### config.mk
export PLATFORM = sky130hd
export DESIGN_NAME = dpu_reg_bridge
export DESIGN_NICKNAME = d
export VERILOG_FILES = /design/src/rtl/dpu_reg_bridge.sv
export SDC_FILE = /design/constraint.sdc
export NUM_CORES = 1
export LEC_CHECK = 0
export ABC_AREA = 1
export BUFFER_PORTS_ARGS = -buffer_cell sky130_fd_sc_hd__buf_4
export CORE_ASPECT_RATIO = 0.6
export CORE_MARGIN = 3
export CORE_UTILIZATION = 59
export DETAILED_ROUTE_END_ITERATION = 12
export GPL_TIMING_DRIVEN = 0
export MAX_ROUTING_LAYER = met4
export PLACE_DENSITY = 0.85
export SETUP_SLACK_MARGIN = 0.1
export SYNTH_ARGS = -nofsm -noshare
export SYNTH_HDL_FRONTEND = slang
export SYNTH_SLANG_ARGS = --single-unit
### constraint.sdc
create_clock -name clk -period 3.6 [get_ports clk]
set_clock_uncertainty 0.2 [all_clocks]
set_input_delay 0.54 -clock clk [delete_from_list [all_inputs] [get_ports clk]]
set_output_delay 0.54 -clock clk [all_outputs]
set_load 0.01 [all_outputs]
### src/rtl/dpu_reg_bridge.sv
// CPU-side register bridge for the display unit. Single-word bus reads and writes
// land in shadow registers. The shadow is copied to the DPU inputs on the vsync
// falling edge, so a frame never mixes old and new state. In immediate mode the
// copy happens on every shadow write instead.
module dpu_reg_bridge #(
  parameter logic [31:0] BASE_ADDR = 32'hFF000000
) (
  input  logic        clk,
  input  logic        rst,
  input  logic        wr_en,
  input  logic        rd_en,
  input  logic [31:0] addr,
  input  logic [31:0] wdata,
  output logic [31:0] rdata,
  output logic        ack,
  input  logic        vsync,
  output logic [2:0]  gameState,
  output logic [1:0]  p1State,
  output logic [1:0]  p2State,
  output logic [3:0]  p1health,
  output logic [3:0]  p2health,
  output logic [10:0] x1,
  output logic [10:0] y1,
  output logic [10:0] x2,
  output logic [10:0] y2,
  output logic        p1Left,
  output logic        p2Left,
  output logic        pending,
  output logic [15:0] frame_cnt
);

  typedef struct packed {
    logic [2:0]  game;
    logic [1:0]  p1_state;
    logic        p1_left;
    logic [3:0]  p1_health;
    logic [1:0]  p2_state;
    logic        p2_left;
    logic [3:0]  p2_health;
    logic [10:0] x1;
    logic [10:0] y1;
    logic [10:0] x2;
    logic [10:0] y2;
  } fields_t;

  fields_t     shadow_q, shadow_d;
  fields_t     commit_q, commit_d;
  logic        mode_q, mode_d;
  logic        pending_q, pending_d;
  logic [15:0] frame_q, frame_d;
  logic        vsync_q;
  logic        ack_q, ack_d;
  logic [31:0] rdata_q, rdata_d;

  logic        in_win, wr_req, rd_req;
  logic [5:0]  word_off;
  logic        shadow_wr, force_commit, vsync_fall, commit_shadow;
  logic [31:0] rd_word;

  logic        unused_bits;
  assign unused_bits = ^{addr[1:0], wdata[31:27], wdata[15:11]};

  function automatic logic [3:0] clamp_health(input logic [3:0] h);
    return (h > 4'd9) ? 4'd9 : h;
  endfunction

  // The DPU draws at 500 - y, so larger values would wrap on screen.
  function automatic logic [10:0] clamp_y(input logic [10:0] y);
    return (y > 11'd500) ? 11'd500 : y;
  endfunction

  assign in_win     = (addr[31:8] == BASE_ADDR[31:8]);
  assign wr_req     = wr_en & in_win;
  assign rd_req     = rd_en & in_win;
  assign word_off   = addr[7:2];
  assign vsync_fall = vsync_q & ~vsync;

  // Decode the write into the shadow, mode and force-commit strobe.
  always_comb begin
    shadow_d     = shadow_q;
    mode_d       = mode_q;
    shadow_wr    = 1'b0;
    force_commit = 1'b0;
    if (wr_req) begin
      case (word_off)
        6'h00: begin
          shadow_d.game = wdata[2:0];
          shadow_wr     = 1'b1;
        end
        6'h01: begin
          shadow_d.p1_state  = wdata[1:0];
          shadow_d.p1_left   = wdata[2];
          shadow_d.p1_health = clamp_health(wdata[7:4]);
          shadow_wr          = 1'b1;
        end
        6'h02: begin
          shadow_d.p2_state  = wdata[1:0];
          shadow_d.p2_left   = wdata[2];
          shadow_d.p2_health = clamp_health(wdata[7:4]);
          shadow_wr          = 1'b1;
        end
        6'h03: begin
          shadow_d.x1 = wdata[10:0];
          shadow_d.y1 = clamp_y(wdata[26:16]);
          shadow_wr   = 1'b1;
        end
        6'h04: begin
          shadow_d.x2 = wdata[10:0];
          shadow_d.y2 = clamp_y(wdata[26:16]);
          shadow_wr   = 1'b1;
        end
        6'h05: begin
          mode_d       = wdata[0];
          force_commit = wdata[1];
        end
        default: ;
      endcase
    end
  end

  // Commit and pending control. A vsync commit takes the pre-write shadow, so a
  // coincident write is deferred to the next frame and leaves pending set.
  always_comb begin
    commit_d      = commit_q;
    pending_d     = pending_q;
    frame_d       = vsync_fall ? frame_q + 16'd1 : frame_q;
    commit_shadow = force_commit | (vsync_fall & mode_q);
    if (commit_shadow) begin
      commit_d  = shadow_q;
      pending_d = 1'b0;
    end
    if (shadow_wr && !mode_q) begin
      commit_d  = shadow_d;
      pending_d = 1'b0;
    end
    if (shadow_wr && mode_q) begin
      pending_d = 1'b1;
    end
  end

  // Read mux over the shadow; unused bits and unmapped offsets return 0.
  always_comb begin
    rd_word = '0;
    case (word_off)
      6'h00: rd_word = {29'b0, shadow_q.game};
      6'h01: rd_word = {24'b0, shadow_q.p1_health, 1'b0, shadow_q.p1_left, shadow_q.p1_state};
      6'h02: rd_word = {24'b0, shadow_q.p2_health, 1'b0, shadow_q.p2_left, shadow_q.p2_state};
      6'h03: rd_word = {5'b0, shadow_q.y1, 5'b0, shadow_q.x1};
      6'h04: rd_word = {5'b0, shadow_q.y2, 5'b0, shadow_q.x2};
      6'h05: rd_word = {23'b0, pending_q, 7'b0, mode_q};
      6'h06: rd_word = {16'b0, frame_q};
      default: rd_word = '0;
    endcase
    ack_d   = wr_req | rd_req;
    // A simultaneous write wins and the read returns 0.
    rdata_d = (rd_req && !wr_en) ? rd_word : 32'b0;
  end

  // State registers.
  always_ff @(posedge clk or negedge rst) begin
    if (!rst) begin
      shadow_q  <= '0;
      commit_q  <= '0;
      mode_q    <= 1'b1;
      pending_q <= 1'b0;
      frame_q   <= '0;
      vsync_q   <= 1'b1;
      ack_q     <= 1'b0;
      rdata_q   <= '0;
    end else begin
      shadow_q  <= shadow_d;
      commit_q  <= commit_d;
      mode_q    <= mode_d;
      pending_q <= pending_d;
      frame_q   <= frame_d;
      vsync_q   <= vsync;
      ack_q     <= ack_d;
      rdata_q   <= rdata_d;
    end
  end

  assign rdata     = rdata_q;
  assign ack       = ack_q;
  assign pending   = pending_q;
  assign frame_cnt = frame_q;
  assign gameState = commit_q.game;
  assign p1State   = commit_q.p1_state;
  assign p2State   = commit_q.p2_state;
  assign p1health  = commit_q.p1_health;
  assign p2health  = commit_q.p2_health;
  assign p1Left    = commit_q.p1_left;
  assign p2Left    = commit_q.p2_left;
  assign x1        = commit_q.x1;
  assign y1        = commit_q.y1;
  assign x2        = commit_q.x2;
  assign y2        = commit_q.y2;

endmodule

**After elaboration in Yosys (flattened, before gate mapping)**

Cells that the tools add are included.

- ROM bits: 0
- Input bits: 69
- Memories: 0
- Memory bits (writable): 0
- Bits in latches: 0
- Output and inout port bits: 111
- Bits in registers: 174

- Divide/modulo/power cells: 0
- Mux-type cells: 19
- $lt $le $gt $ge: 2
- $mul: 0
- Equal/unequal tests: 7
- Shifts and indexed selects: 0
- Reduce and logical (&&, ||, !) cells: 10
- Add/sub/neg operators: 1
- Bitwise operators: 7

Operators by type and width:

| operator | number |
|---|---|
| 27-bit one-hot mux with 7 select lines | 1 |
| 61-bit 2-to-1 mux | 3 |
| 22-bit 2-to-1 mux | 2 |
| 32-bit 2-to-1 mux | 1 |
| 24-bit equality test (second input constant) | 1 |
| 6-bit by 3-bit equality test with 1-bit output (second input constant) | 3 |
| 16-bit by 1-bit adder with 16-bit output (second input constant) | 1 |
| 7-bit 2-to-1 mux | 2 |
| 6-bit by 2-bit equality test with 1-bit output (second input constant) | 2 |
| 11-bit by 9-bit > comparator with 1-bit output (second input constant) | 1 |
| 11-bit 2-to-1 mux | 1 |
| 1-bit 2-to-1 mux | 7 |
| 6-bit by 1-bit equality test with 1-bit output (second input constant) | 1 |
| 6-bit logical NOT | 1 |
| 5-bit OR reduction | 1 |
| 1-bit bitwise AND | 4 |
| 4-bit > comparator (second input constant) | 1 |
| 4-bit 2-to-1 mux | 1 |
| 1-bit logical AND | 3 |
| 3-bit 2-to-1 mux | 1 |
| 3-bit nonzero test | 1 |
| 1-bit logical NOT | 2 |
| 1-bit bitwise OR | 2 |
| 2-bit AND reduction | 1 |
| 2 further kinds | 2 |

**Depth between registers and ports, before layout**

Gate-level depths: netlist of run 1.

- Depth after elaboration: 7
- Mapped depth: 13
- Gate-level depth less buffers: 12

**Worst setup path before layout of run 1**

No wires, ideal clock.

- Path kind: in2reg
- Start point: in addr[15]
- End point: reg commit_q (netlist bit x1[8])
- Data arrival time: 1.800 ns
- Library setup time: 0.117 ns
- Slack: 1.483 ns
- Stages: 12
- Path through: nor2_1 nand2_1 nor2_4 nand2_1 nor2_4 nand4_4 inv_2 nor2_1 buf_2 buf_2 nand2_1 nand2_1

- Longest elaborated chain between the ends: 5

Ends and longest elaborated chain:

| what | RTL line | RTL |
|---|---|---|
| from (decl) | 12 | `input logic [31:0] addr,` |
| 24-bit equality test * | 72 | `assign in_win = (addr[31:8] == BASE_ADDR[31:8]);` |
| 1-bit bitwise AND * | 73 | `assign wr_req = wr_en & in_win;` |
| 1-bit 2-to-1 mux | 84 | `if (wr_req) begin` |
| 1-bit bitwise OR / 1-bit logical AND (equally long branches) | 127, 132 |  |
| 2-bit nonzero test (no line) / 61-bit 2-to-1 mux (equally long branches) | n/a |  |
| to (signal assigned) | 172 | `commit_q <= commit_d;` |
| to (decl) | 47 | `fields_t commit_q, commit_d;` |

Mark *: on every way between the ends. The rest lies on a longest branch, timed or not.
A chain may end at the register's enable or synchronous reset.

**Worst setup path in the final report of run 1**

- Start point: in addr[9]
- End point: reg commit_q (netlist bit y2[4])

The elaborated chain is that of the path after synthesis.

==> metrics.log, run 1 <==
INFO  metric status = finished, final reports clean
INFO  metric dpl.hpwl = 19400 µm
INFO  metric final.setup.tns = 0 ns
INFO  metric drv.max_cap_violation_count = 0
INFO  metric timing.final.crit_share = 69.6%
INFO  metric yosysMostFrequentCell = nand2_1
INFO  metric vdd_drop_max = 0.311 mV
INFO  metric wl_met1 = 11500 µm
INFO  metric total_leakage_power = 0.00590 µW
INFO  metric worstPathMaxFanout = 10
INFO  metric drt_iter0_markers = 1067
INFO  metric routed_wl = 26500 µm
INFO  metric yosys.area.top_type = dfrtp_1
INFO  metric grt_setup_unrepaired = no
INFO  metric die_w = 160 µm
INFO  metric synth_largest_type_area_fraction = 49.8%
INFO  metric syn-mean-instance-area = 7.43 µm²
INFO  metric start_util = 60.8%
INFO  metric cts.root.buffer_cell = clkbuf_16
INFO  metric placement.setup.worst_slack = 0.798 ns
INFO  metric worst_hold_path.num_cells = 1
INFO  metric postSynth.asyncResetShare = 100%
INFO  metric antennaDiodeCount = 0
INFO  metric drive_gt1_share = 17.7%
INFO  metric coreArea = 13800 µm²
INFO  metric dr_wl_met2 = 10800 µm
INFO  metric slew_violations = 0
INFO  metric power.density = 398 nW/µm²
INFO  metric antenna_violations_before_repair = 0
INFO  metric post_cts_sizing_count = 0
INFO  metric ys.warnings.count = 0
INFO  metric place_congestion = 1.05
INFO  metric nFillCells = 1077
INFO  metric vias_in_the_first_global_route = 7786
INFO  metric grt_pass1_wl = 41900 µm
INFO  metric io_buffers = 162
INFO  metric cts_buffers = 17
INFO  metric netlist_instances = 1129
INFO  metric reg2regPathDepth = 8
INFO  metric synth_seq_cells = 169
INFO  metric clock_sink_count = 169
INFO  metric remaining_drc_errors = 0
INFO  metric arrival_time_worst_endpoint = 2.62 ns
INFO  metric routed_wire_length_per_instance = 17.4 µm
INFO  metric hp-class = in -> reg
INFO  metric final_net_count = 1386
INFO  metric overflow = 0
INFO  metric netlist_top_cells_area = dfrtp_1 (50%), nand2_1 (24%), nand3_1 (6.9%)
INFO  metric number_of_setup_violations_in_the_final_report = 0
INFO  metric ctsHoldBuffers = 1
INFO  metric postCtsSetupBuffers = 0
INFO  metric fmax = 399 MHz
INFO  metric std_cell_rows = 33
INFO  metric path_class = in -> reg
INFO  metric post_synth_most_frequent_cells = nand2_1 (530), dfrtp_1 (167), nand3_1 (115)
INFO  metric top_level_ports = 180
INFO  metric global_route.usage.total = 35.0%
INFO  metric synth_cell_types = 31
INFO  metric tightest_slew = 0.687 ns
INFO  metric synth-seq-area-share = 50.5%
INFO  metric critPathLaunchType = primary input
INFO  metric yosys_most_used_dff = dfrtp_1
INFO  metric clock_tree.htree_level_count = 4
INFO  metric path_clk_slew = 0.07 ns
INFO  metric drt_first_pass_iters = 6
INFO  metric report.final.hold_viol_count = 0
INFO  metric layout_setup_ws = 1.09 ns
INFO  metric synth_edf_count = 0
INFO  metric slew-limit-headroom = 53.8%
INFO  metric dr.max_layer_used = met4
INFO  metric die_y = 98.4 µm
INFO  metric tritoncts = done
INFO  metric clkLatencyLatePin = 0.43 ns
INFO  metric postRouteAntennaNets = 0
INFO  metric post_synth_instance_area = 8390 µm²
INFO  metric met3_wirelength = 3660 µm
INFO  metric synthToLayoutAreaGrowth = 25.2%
INFO  metric setup.worst_path.end_class = flop
INFO  metric area_enclosed_by_the_die_boundary = 15700 µm²
INFO  metric route.detailed.vias_per_inst = 5.54
INFO  metric period_minus_slack = 2.51 ns
INFO  metric cts.path.max_buffers = 2
INFO  metric vias = 8421
INFO  metric worstPathRequired = 3.71 ns
INFO  metric maximum_number_of_pins_on_one_net_before_global_route_repair = 93
[cell type report]
type                            count  area [µm²]  share of cell area [%]
Timing Repair Buffer              164        1260                    12.0
Inverter                           68         255                    2.43
Tap cell                          192         240                    2.29
Buffer                             59         283                    2.69
Sequential cell                   169        4230                    40.3
Multi-Input combinational cell    837        3630                    34.6
Clock buffer                       20         447                    4.25
Clock inverter                     12         153                    1.45
[registers in the layout, summed over array words and instances, names as in the netlist, 3 cells and up]
register and flops:
frame_cnt 16, gameState 3, p1health 4, p2health 4, rdata 27, shadow_q 61, x1 11, x2 11
y1 11, y2 11
[routing by layer]
| metal | vias to the layer above | track usage [%] |
|---|---|---|
| met5 | - | - |
| met4 | 0 | 8.67 |
| met3 | 66 | 11.7 |
| met2 | 560 | 47.1 |
| met1 | 3862 | 51.2 |
| li1 | 3933 | - |
[stage by stage]
step	total power [µW]	hold WS, ns	instance area (µm²)	instances	util, %
2_1_floorplan	2130	0.0444	8400	1133	-
3_3_place_gp	2310	0.265	9860	1487	71.5
3_5_place_dp	2320	0.267	9890	1488	71.7
4_1_cts	4190	0.0155	10500	1521	76.2
5_1_grt	4300	0.0222	10500	1521	76.2
6_report	4180	0.0248	10500	1521	76.2
[power breakdown]
group | internal, µW | switching (µW)
clock network | 1070 | 816
registers | 1930 | 66.3
logic | 129 | 171
total | 3130 | 1050
[final timing paths]
path / start / endpoint / slack (ns)
min reg2reg: p2State[0] / p2State[0] / 0.28
max reg2reg: vsync_q / frame_cnt[15] / 1.22
min in group asynchronous: rst / y1[10] / 0.46
max in group asynchronous: rst / p1Left / 1.87
max: addr[9] / y2[4] / 1.09
min: vsync / vsync_q / 0.02
[cell families (layout without fill, tap and decap cells)]
family	Yosys count	in the layout	synth area share [%]
flip-flops	169	169	50.5
other	1	5	0.0447
XOR/XNOR	15	15	1.57
AO/OA/AOI/OAI	81	81	5.70
AND/OR/NAND/NOR	735	735	35.7
buffers and inverters	127	323	6.41
adder cells (fa/ha/maj)	1	1	0.149
[cells in the final DEF (no fill, tap or decap), types with 2 or more instances in the layout]
master,count
a21oi_1,4
a221oi_1,6
a22oi_1,15
buf_2,22
buf_4,170
bufinv_16,2
clkbuf_1,29
clkbuf_16,17
clkinv_4,3
conb_1,5
dfrtp_1,167
dfstp_2,2
inv_1,67
inv_6,5
inv_8,2
nand2_1,530
nand3_1,115
nand3b_1,3
nand4_1,5
nor2_1,67
nor2_2,2
nor2_4,3
nor3_1,7
o21ai_0,50
o22ai_1,3
xnor2_1,4
xor2_1,11
[worst max-delay path, stage by stage]
cell and delay [ns]:
buf_4 0.11, nor2_1 0.12, nand2_1 0.10, nor2_4 0.21
nand2_1 0.13, nor2_4 0.27, nand4_4 0.25, inv_2 0.20
nor2_1 0.09, buf_2 0.23, buf_2 0.23, nand2_1 0.08
nand2_1 0.06
No activity file was read; power rests on OpenSTA's default activity.
==> run 2: changes to the inputs <==
--- a/config.mk
+++ b/config.mk
@@ -5,15 +5,15 @@
 export SDC_FILE = /design/constraint.sdc
 export NUM_CORES = 1
 export LEC_CHECK = 0
-export ABC_AREA = 1
+export ABC_AREA = 0
 export BUFFER_PORTS_ARGS = -buffer_cell sky130_fd_sc_hd__buf_4
 export CORE_ASPECT_RATIO = 0.6
 export CORE_MARGIN = 3
-export CORE_UTILIZATION = 59
+export CORE_UTILIZATION = 54
 export DETAILED_ROUTE_END_ITERATION = 12
 export GPL_TIMING_DRIVEN = 0
 export MAX_ROUTING_LAYER = met4
-export PLACE_DENSITY = 0.85
+export PLACE_DENSITY = 0.8
 export SETUP_SLACK_MARGIN = 0.1
 export SYNTH_ARGS = -nofsm -noshare
 export SYNTH_HDL_FRONTEND = slang
==> constraint.sdc (replaced) <==
create_clock -name clk -period 2.4 [get_ports clk]
set_clock_uncertainty 0.2 [all_clocks]
set_input_delay 0.36 -clock clk [delete_from_list [all_inputs] [get_ports clk]]
set_output_delay 0.36 -clock clk [all_outputs]
set_load 0.01 [all_outputs]
==> run 2 against run 1 <==
Effect of this change:
- the flow now finishes with violations (setup timing)
- synthesized cell count fell by 40%
- die area rose by 3.7%
- sequential share of layout area fell by 2.8 points
- non-clock buffer count rose by 32
- routed wire length fell by 3.3%
- cell area rose by 7.4%
- highest routed layer unchanged
==> metrics.log, run 2 <==
INFO  metric status = finished, violations left
INFO  metric violations_in_the_final_reports = setup timing
INFO  metric grt_setup_unrepaired = yes
INFO  metric routed_wire_length_per_instance = 22.9 µm
INFO  metric ff2ff_setup_slack = 0.15 ns
INFO  metric synth_largest_type_area_fraction = 52.4%
INFO  metric drt_first_pass_iters = 5
INFO  metric synth_top_family_by_area = multiplexers
INFO  metric area_enclosed_by_the_die_boundary = 16300 µm²
INFO  metric top_level_ports = 180
INFO  metric path_class = in -> reg
INFO  metric crit-reg2reg-capture = y1[8]
INFO  metric synth_cell_types = 52
INFO  metric yosys-mux-area-fraction = 19.2%
INFO  metric coreArea = 14000 µm²
INFO  metric period_minus_slack = 2.41 ns
INFO  metric ys.warnings.count = 0
INFO  metric setup.worst_path.end_class = flop
INFO  metric global_route.usage.total = 31.8%
INFO  metric antennaDiodeCount = 0
INFO  metric vdd_drop_max = 0.458 mV
INFO  metric clock_power_share = 43.8%
INFO  metric worstPathMaxFanout = 5
INFO  metric tritoncts = done
INFO  metric combinationalPowerShare = 7.4%
INFO  metric syn-mean-instance-area = 11.8 µm²
INFO  metric tightest_slew = 0.661 ns
INFO  metric synth_edf_count = 0
INFO  metric clkLatencyLatePin = 0.43 ns
INFO  metric io_buffers = 160
INFO  metric maximum_number_of_pins_on_one_net_before_global_route_repair = 95
INFO  metric number_of_setup_violations_in_the_final_report = 8
INFO  metric vias_in_the_first_global_route = 6689
INFO  metric postSynth.asyncResetShare = 100%
INFO  metric report.final.hold_viol_count = 0
INFO  metric clock_tree.htree_level_count = 4
INFO  metric cts.path.max_buffers = 2
INFO  metric synth-seq-area-share = 53.0%
INFO  metric nFillCells = 812
INFO  metric worst_r2r_startpoint = mode_q
INFO  metric drive_gt1_share = 49.0%
INFO  metric die_y = 100 µm
INFO  metric seq_power_share = 48.8%
INFO  metric fin_worst_hold_slack = 0.0163 ns
INFO  metric p_switching = 1580 µW
INFO  metric netlist_instances = 677
INFO  metric die_w = 163 µm
INFO  metric worst_hold_path.num_cells = 3
INFO  metric synth_seq_cells = 169
INFO  metric drv.max_cap_violation_count = 0
INFO  metric cell_internal_pwr = 4560 µW
INFO  metric final_cell_mix = buf_4 (186), dfrtp_1 (167), mux2_4 (91)
INFO  metric synth_xor_xnor_area_share = 1.65%
INFO  metric max_flop_register = shadow_q
INFO  metric cts.root.buffer_cell = clkbuf_16
INFO  metric slew_violations = 0
INFO  metric start_util = 56.8%
INFO  metric total_leakage_power = 0.00569 µW
INFO  metric vias = 6782
INFO  metric final_common_cell = buf_4
INFO  metric route.detailed.vias_per_inst = 6.08
INFO  metric worstPathRequired = 2.52 ns
INFO  metric critPathLaunchType = primary input
INFO  metric synth_simple_gate_area_share = 14.6%
INFO  metric final_net_count = 982
INFO  metric fmax = 415 MHz
INFO  metric power.density = 545 nW/µm²
INFO  metric cts_buffers = 17
INFO  metric dpl.hpwl = 16700 µm
INFO  metric holdCritStartpoint = wdata[6]
INFO  metric flip_flop_count_of_the_largest_register_after_layout = 61
INFO  metric reg2regPathDepth = 8
INFO  metric final-seq-area = 4230 µm²
INFO  metric post_synth_most_frequent_cells = dfrtp_1 (167), nand2_1 (91), mux2_2 (74)
INFO  metric grt_pass1_wl = 38400 µm
INFO  metric routed_wl = 25600 µm
INFO  metric slew-limit-headroom = 55.5%
INFO  metric synth_compound_gate_area_share = 7.43%
INFO  metric netlist_top_cells_area = dfrtp_1 (52%), mux2_2 (10%), mux2_4 (7.5%)
INFO  metric clock_sink_count = 169
INFO  metric remaining_drc_errors = 0
INFO  metric postRouteAntennaNets = 0
INFO  metric hold-path-endpoint = shadow_q[17]
INFO  metric finish.utilization = 80.4%
INFO  metric path_clk_slew = 0.07 ns
INFO  metric drt_iter0_markers = 896
INFO  metric overflow = 0
INFO  metric yosysMostFrequentCell = dfrtp_1
INFO  metric antenna_violations_before_repair = 0
INFO  metric switching_share = 25.8%
INFO  metric post_synth_instance_area = 7980 µm²
INFO  metric timing.final.crit_share = 100%
INFO  metric layout_setup_ws = -0.00869 ns
INFO  metric arrival_time_worst_endpoint = 2.52 ns
INFO  metric placement.setup.worst_slack = -0.872 ns
INFO  metric place_congestion = 0.904
INFO  metric hp-class = in -> reg
INFO  metric yosys_most_used_dff = dfrtp_1
INFO  metric synthToLayoutAreaGrowth = 41.4%
INFO  metric post_synth_fa_ha_maj_area_fraction = 0.157%
INFO  metric multiInputGateArea = 3920 µm²
INFO  metric std_cell_rows = 33
INFO  metric yosys.area.top_type = dfrtp_1
==> run 2: changes by cell type after synthesis, moves of 18 or more <==
| cell | delta |
|---|---|
| nand3_1 | -107 |
| nand2_1 | -439 |
| inv_1 | -50 |
| and2_1 | +18 |
| o21ai_0 | -37 |
| mux2_4 | +40 |
| nor2_1 | -26 |
| mux2_2 | +74 |
==> run 2: through the flow <==
step / instances / instance area (µm²) / TNS, ns / total power (µW)
after floorplan: 681 / 8350 / -22.18 / 3180
after global placement: 1033 / 9800 / -109.90 / 3450
after detailed placement: 1034 / 9830 / -105.42 / 3470
after CTS: 1105 / 11000 / 0 / 6130
after global routing: 1116 / 11300 / -0.508 / 6330
final: 1116 / 11300 / -0.0454 / 6150
==> run 2: power groups by stage <==
stage          clock (µW)  combinational (µW)  sequential, µW
2_1_floorplan           0                 142            3030
3_3_place_gp            0                 406            3040
3_5_place_dp            0                 426            3050
4_1_cts              2690                 448            2990
5_1_grt              2840                 491            3000
6_report             2690                 455            3000
==> run 2: cell type report <==
type,count,share of cell area (%)
flip-flops and latches,169,37.5
multi-input cells,452,34.8
repair buffers,211,16.1
plain buffers,44,3.95
clock buffers,18,3.80
well taps,192,2.13
clock inverters,13,1.23
inverters,17,0.565
==> run 2: critical path: stages <==
cell and delay [ns]:
buf_6 0.09, or4_4 0.53, nor4_4 0.27, buf_6 0.16, buf_12 0.11, nand4b_4 0.20, clkbuf_16 0.24, mux2_4 0.29
mux2_4 0.25
==> run 2: kinds of logic after synthesis <==
logic type | after synthesis
simple gates | 223
flops | 169
mux | 124
compound gates | 83
buf+inv | 61
xor+xnor | 15
fa+ha+maj | 1
other cells | 1
==> run 2: worst max path at each step <==
stage | start | endpoint | depth (start not counted)
after CTS | addr[22] | x2[4] | 9
after detailed placement | addr[10] | y1[5] | 7
after floorplan | addr[10] | p2Left | 6
after global routing | addr[4] | x2[0] | 9
after global placement | addr[10] | y1[2] | 7
final | addr[9] | x2[0] | 9
==> run 2: timing repair <==
item	4_1_cts	5_1_grt
pin swaps	9	15
cloned	3	4
hold buffers	8	0
resized for setup	55	50
endpoints found under the setup margin	151	73
endpoints found under the hold margin	85	0
setup buffers	29	8
==> run 2: layer usage <==
| metal | routed length [µm] | vias up | track usage, % |
|---|---|---|---|
| li1 | - | 2856 | - |
| met5 | 0 | - | - |
| met1 | 11300 | 3407 | 46.7 |
| met2 | 11200 | 451 | 45.5 |
| met4 | 492 | 0 | 8.77 |
| met3 | 2560 | 68 | 6.06 |
